$ cat config.mk
export PLATFORM = sky130hd
export DESIGN_NAME = axi_lite_master
export DESIGN_NICKNAME = d
export VERILOG_FILES = /design/src/rtl/axi_lite_master.sv
export SDC_FILE = /design/constraint.sdc
export NUM_CORES = 1
export LEC_CHECK = 0
export CAP_MARGIN = 20
export CORE_MARGIN = 3
export CORE_UTILIZATION = 38
export DETAILED_ROUTE_END_ITERATION = 8
export PLACE_DENSITY_LB_ADDON = 0.15
export SYNTH_ARGS = -nofsm -noshare
export SYNTH_HDL_FRONTEND = slang
export SYNTH_SLANG_ARGS = --single-unit
export TNS_END_PERCENT = 1
$ cat constraint.sdc
create_clock -name clk -period 1.9 [get_ports clk]
set_clock_uncertainty 0.15 [all_clocks]
set_input_delay 0.38 -clock clk [delete_from_list [all_inputs] [get_ports clk]]
set_output_delay 0.38 -clock clk [all_outputs]
set_load 0.01 [all_outputs]
$ cat src/rtl/axi_lite_master.sv
// Single-outstanding AXI-lite initiator: local cmd/rsp handshake to AXI-lite read/write.
// Optional bus watchdog when AXI_MST_TIMEOUT_EN is defined (SLVERR after TIMEOUT_CYCLES).
module axi_lite_master #(
    parameter int ADDR_WIDTH     = 32,
    parameter int DATA_WIDTH     = 32,
    parameter int TIMEOUT_CYCLES = 256
) (
    input  logic                  clk,
    input  logic                  rst_n,
    input  logic                  cmd_valid,
    output logic                  cmd_ready,
    input  logic                  cmd_we,
    input  logic [ADDR_WIDTH-1:0] cmd_addr,
    input  logic [DATA_WIDTH-1:0] cmd_wdata,
    output logic                  rsp_valid,
    input  logic                  rsp_ready,
    output logic [DATA_WIDTH-1:0] rsp_rdata,
    output logic [1:0]            rsp_resp,
    output logic                  rsp_we,
    output logic [ADDR_WIDTH-1:0] axi_awaddr,
    output logic                  axi_awvalid,
    input  logic                  axi_awready,
    output logic [DATA_WIDTH-1:0] axi_wdata,
    output logic                  axi_wvalid,
    input  logic                  axi_wready,
    input  logic                  b_valid,
    output logic                  b_ready,
    input  logic [1:0]            b_response,
    output logic [ADDR_WIDTH-1:0] axi_araddr,
    output logic                  axi_arvalid,
    input  logic                  axi_arready,
    input  logic [DATA_WIDTH-1:0] axi_rdata,
    input  logic                  axi_rvalid,
    output logic                  axi_rready
);

    // state     | meaning
    // S_IDLE    | cmd_ready high, waiting for a command
    // S_WR_REQ  | AW and W offered independently until both accepted
    // S_WR_RESP | b_ready high, waiting for the write response
    // S_RD_REQ  | AR offered until accepted
    // S_RD_DATA | r_ready high, waiting for read data
    // S_RSP     | rsp_valid held until the requester consumes it
    typedef enum logic [2:0] {
        S_IDLE, S_WR_REQ, S_WR_RESP, S_RD_REQ, S_RD_DATA, S_RSP
    } state_t;

    state_t r_state;
    logic   r_aw_done;
    logic   r_w_done;
    logic   r_we;
    logic   w_aw_fire;
    logic   w_w_fire;
    logic   w_tmo;

    assign w_aw_fire = r_aw_done | (axi_awvalid & axi_awready);
    assign w_w_fire  = r_w_done  | (axi_wvalid  & axi_wready);

`ifdef AXI_MST_TIMEOUT_EN
    localparam int CNT_W = $clog2(TIMEOUT_CYCLES) + 1;
    logic [CNT_W-1:0] r_tmo_cnt;

    // Only ever counts a couple of cycles past the limit, so the extra bit prevents wrap.
    always_ff @(posedge clk or negedge rst_n) begin
        if (!rst_n)
            r_tmo_cnt <= '0;
        else if (r_state == S_IDLE || r_state == S_RSP)
            r_tmo_cnt <= '0;
        else
            r_tmo_cnt <= r_tmo_cnt + 1'b1;
    end

    assign w_tmo = (r_tmo_cnt >= CNT_W'(TIMEOUT_CYCLES - 1));
`else
    assign w_tmo = 1'b0;
`endif

    always_ff @(posedge clk or negedge rst_n) begin
        if (!rst_n) begin
            r_state     <= S_IDLE;
            r_aw_done   <= 1'b0;
            r_w_done    <= 1'b0;
            r_we        <= 1'b0;
            cmd_ready   <= 1'b1;
            rsp_valid   <= 1'b0;
            rsp_rdata   <= '0;
            rsp_resp    <= 2'b00;
            rsp_we      <= 1'b0;
            axi_awaddr  <= '0;
            axi_awvalid <= 1'b0;
            axi_wdata   <= '0;
            axi_wvalid  <= 1'b0;
            b_ready     <= 1'b0;
            axi_araddr  <= '0;
            axi_arvalid <= 1'b0;
            axi_rready  <= 1'b0;
        end else begin
            case (r_state)
                S_IDLE: begin
                    if (cmd_valid && cmd_ready) begin
                        cmd_ready <= 1'b0;
                        r_we      <= cmd_we;
                        r_aw_done <= 1'b0;
                        r_w_done  <= 1'b0;
                        if (cmd_we) begin
                            axi_awaddr  <= cmd_addr;
                            axi_wdata   <= cmd_wdata;
                            axi_awvalid <= 1'b1;
                            axi_wvalid  <= 1'b1;
                            r_state     <= S_WR_REQ;
                        end else begin
                            axi_araddr  <= cmd_addr;
                            axi_arvalid <= 1'b1;
                            r_state     <= S_RD_REQ;
                        end
                    end
                end
                S_WR_REQ: begin
                    if (w_aw_fire && w_w_fire) begin
                        axi_awvalid <= 1'b0;
                        axi_wvalid  <= 1'b0;
                        r_aw_done   <= 1'b1;
                        r_w_done    <= 1'b1;
                        b_ready     <= 1'b1;
                        r_state     <= S_WR_RESP;
                    end else if (w_tmo) begin
                        axi_awvalid <= 1'b0;
                        axi_wvalid  <= 1'b0;
                        rsp_resp    <= 2'b10;
                        rsp_rdata   <= '0;
                        rsp_we      <= r_we;
                        rsp_valid   <= 1'b1;
                        r_state     <= S_RSP;
                    end else begin
                        if (axi_awvalid && axi_awready) begin
                            axi_awvalid <= 1'b0;
                            r_aw_done   <= 1'b1;
                        end
                        if (axi_wvalid && axi_wready) begin
                            axi_wvalid <= 1'b0;
                            r_w_done   <= 1'b1;
                        end
                    end
                end
                S_WR_RESP: begin
                    // A handshake on the timeout edge still reports the slave's result.
                    if (b_valid) begin
                        b_ready   <= 1'b0;
                        rsp_resp  <= b_response;
                        rsp_rdata <= '0;
                        rsp_we    <= r_we;
                        rsp_valid <= 1'b1;
                        r_state   <= S_RSP;
                    end else if (w_tmo) begin
                        b_ready   <= 1'b0;
                        rsp_resp  <= 2'b10;
                        rsp_rdata <= '0;
                        rsp_we    <= r_we;
                        rsp_valid <= 1'b1;
                        r_state   <= S_RSP;
                    end
                end
                S_RD_REQ: begin
                    if (axi_arready) begin
                        axi_arvalid <= 1'b0;
                        axi_rready  <= 1'b1;
                        r_state     <= S_RD_DATA;
                    end else if (w_tmo) begin
                        axi_arvalid <= 1'b0;
                        rsp_resp    <= 2'b10;
                        rsp_rdata   <= '0;
                        rsp_we      <= r_we;
                        rsp_valid   <= 1'b1;
                        r_state     <= S_RSP;
                    end
                end
                S_RD_DATA: begin
                    if (axi_rvalid) begin
                        axi_rready <= 1'b0;
                        rsp_rdata  <= axi_rdata;
                        rsp_resp   <= 2'b00;
                        rsp_we     <= r_we;
                        rsp_valid  <= 1'b1;
                        r_state    <= S_RSP;
                    end else if (w_tmo) begin
                        axi_rready <= 1'b0;
                        rsp_resp   <= 2'b10;
                        rsp_rdata  <= '0;
                        rsp_we     <= r_we;
                        rsp_valid  <= 1'b1;
                        r_state    <= S_RSP;
                    end
                end
                S_RSP: begin
                    if (rsp_ready) begin
                        rsp_valid <= 1'b0;
                        cmd_ready <= 1'b1;
                        r_state   <= S_IDLE;
                    end
                end
                default: r_state <= S_IDLE;
            endcase
        end
    end

endmodule

==> results.md <==
* Sequential Power Share at 0.364
* Largest net degree at the start of global routing at 44
* Hold WC Path Type: in2async
* VDD IR max at about 0.80 mV
* Drt wl/cell at 18.7 um
* CTS tree: built
* CTS H-tree lvls at 4
* Compound-cell area share of the yosys netlist at 0.0826
* Total power at roughly 15 mW
* Syn Area/Cell at ~16 sq um
* Pleak at between 4 and 5 nW
* Commonest cells after routing, fill and taps aside: clkdlybuf4s50_1 (196), dfrtp_1 (143), mux2_4 (59), dlymetal6s2s_1 (40), mux2_2 (38)
* # port buffers at roughly 250
* Die X at between 100 and 150 um
* Most common cell after layout, fill and taps aside: clkdlybuf4s50_1
* Worst-Margin Slew at 450 ps
* Initial Utilization at 0.393
* Clock root cell: clkbuf_16
* Status: complete, but fails checks
* Xor and xnor fraction of the mapped netlist area at 0
* Fillers at ~1100
* Share of cells above drive strength 1 at 0.239
* DR iter-0 viols at around 250
* Final Hold Fails at 0
* Comb pwr share at 0.441
* Vias per cell at 4.92
* Maxcap violations at 0
* Fin Hold WS at ~310 ps
* P_sw at about 4.5 mW
* Synth cell types at 30
* Total Routing Usage GR at 0.187
* PD cells at approximately 1600 nW/um^2
* Slew HR at 0.700
* Core ar. at between 10000 and 15000 sq um
* Clk_lat worst skew at 410 ps
* Clock Power Share at 0.195
* Drt total wl at about 16000 um
* Fmax at approximately 500 MHz
* Synth Area in Simple Gates at 0.0373
* TritonRoute pass-1 iters at 5
* Row count at 44
* Adder-Cell Fraction of Synth Area at 0
* Gpl congestion at 0.797
* Number of global-route vias before repair at approximately 4500
* Ys Warns at 0
* Top fanout value on the critical path at 10
* Longest Clk Path Bufs at 2
* Ant. Diodes at 0
* Syn Nets at around 480
* CTS buffer count at 17
* Fin crit share at 1.05
* Slew Viols, Final at 0
* Mux share of post-synthesis cell area at 0.228
* Sw frac at 0.302
* Critical path startpoint category: flop
* Post-Synthesis Cell Area at between 5000 and 6000 sq um
* # setup viols final at 32
* DRC at 0
* #FFs+latches synth at ~140
* Area Overhead vs Synth at 60.1%
* Post-synthesis cell count at 368
* DRT antenna net count at 0
* Post-CTS setup buffer count at 0
* Critical path data required time at about 2000 ps
* DIE HEIGHT at ~130 um
* Failing checks: negative setup slack
* Global-route wire length before repair at about 24000 um
* CP arrival at about 2100 ps
* CP Capture Type: flop
* Full die area at 16700 sq um
* Share of the yosys chip area belonging to registers at 0.625
* CTS clock-pin slew for the worst setup and hold paths at about 60 ps
* Congestion Overflow GR at 0
* Nets@finish at 747
* Initial antenna violation count at 0
* Critical path class: reg2reg
* Via Count at 4112
* Sink Count at between 100 and 150
* Worst Setup Slack, final at -97.9 ps
* Main combinational cell family by area after synthesis: multiplexers
* Internal Power at 10.3 mW
* Period minus WS final at 2000 ps
* Final Core Density at 0.629
* I/O pins at around 250
* HPWL after DPL at between 10000 and 15000 um
* DP Worst Slack at -494 ps
* RSZ-0062 raised after global routing: yes
[power by group through the flow]
stage               sequential (mW)  combinational (mW)  clock [mW]
floorplan                      5.98                2.25           0
global placement               5.38                6.58           0
detailed placement             5.42                6.71           0
CTS                            5.42                6.71        2.95
global route                   5.58                6.99        3.09
finish                         5.40                6.53        2.88
[synthesized netlist by cell type]
cell type,number,share of area
mux2i_1,1,0.0017
nor2_8,1,0.0035
buf_1,2,0.0013
nor4b_1,1,0.0015
a22oi_1,3,0.0039
nor2b_1,3,0.0033
a21boi_0,1,0.0013
buf_12,3,0.010
nor3_1,2,0.0017
dfrtp_1,143,0.62
nor2_1,3,0.0020
buf_2,6,0.0052
nand2b_1,5,0.0054
o31ai_1,2,0.0026
o22ai_1,2,0.0022
a21o_1,3,0.0039
nor4_1,2,0.0022
clkbuf_1,7,0.0046
a31oi_1,1,0.0011
a21oi_1,7,0.0061
or4_4,1,0.0020
mux2_2,40,0.078
nand2_1,17,0.011
buf_6,3,0.0059
mux2_4,57,0.15
nand3b_1,2,0.0026
and2_1,2,0.0022
a22o_1,32,0.049
dfstp_2,1,0.0046
o21ai_0,15,0.013
[through the flow]
stage	cells	instance area [sq um]	TNS [ps]
final	836	9240	-2480
after floorplan	368	5770	-3170
after detailed placement	802	8600	-40020
after global placement	802	8600	-39510
after CTS	835	9110	-2350
after global routing	836	9240	-10860
[flip-flops by register name, summed over array words and instances, names as in the netlist, 2 cells and up]
register and cells:
rsp_resp 2, axi_awaddr 32, r_state 3, axi_araddr 32
rsp_rdata 32, axi_wdata 32
[repair_timing]
item	CTS	global route
gates cloned	0	1
pin swaps	0	0
hold endpoints to repair	39	0
setup endpoints to repair	65	137
hold buffers	1	0
gates resized for setup	11	41
[worst paths after layout]
| path | start | to | slack, ps | cells after the start |
|---|---|---|---|---|
| setup / recovery | cmd_ready | axi_araddr[30] | -100 | 5 |
| hold / removal | rst_n | axi_awaddr[23] | 310 | 2 |
| setup reg to reg | cmd_ready | axi_araddr[30] | -100 | 5 |
| hold reg to reg | rsp_resp[1] | rsp_resp[1] | 330 | 2 |
| max in group asynchronous | rst_n | cmd_ready | 670 | 3 |
| min in group clk | rsp_resp[1] | rsp_resp[1] | 330 | 2 |
[logic make-up (layout without fill, tap and decap cells)]
family,count (synthesis),in the layout
AO/OA/AOI/OAI,66,66
buffers and inverters,21,305
flip-flops,144,144
multiplexers,98,98
AND/OR/NAND/NOR,39,39
[metal layers]
metal,global-route usage,vias to the layer above,part of all wire
met3,0.0787,19,0.10
met4,0.0624,0,0.016
met5,0,-,0
li1,-,1875,-
met2,0.300,199,0.48
met1,0.228,2019,0.41
[worst max-delay path, stage by stage (launching register included)]
cell       delay, ps
dfstp_2          530
nand2_2           50
or4_4            460
nor2_8           170
clkbuf_16        200
mux2_4           300
[cell type report]
class,instances,area [sq um],share of cell area
Sequential cell,144,3600,0.390
Clock inverter,7,37.5,0.00406
Clock buffer,25,465,0.0504
Multi-Input combinational cell,203,2030,0.219
Timing Repair Buffer,273,2880,0.311
Tap cell,184,230,0.0249
(Power assumes the default switching activity.)
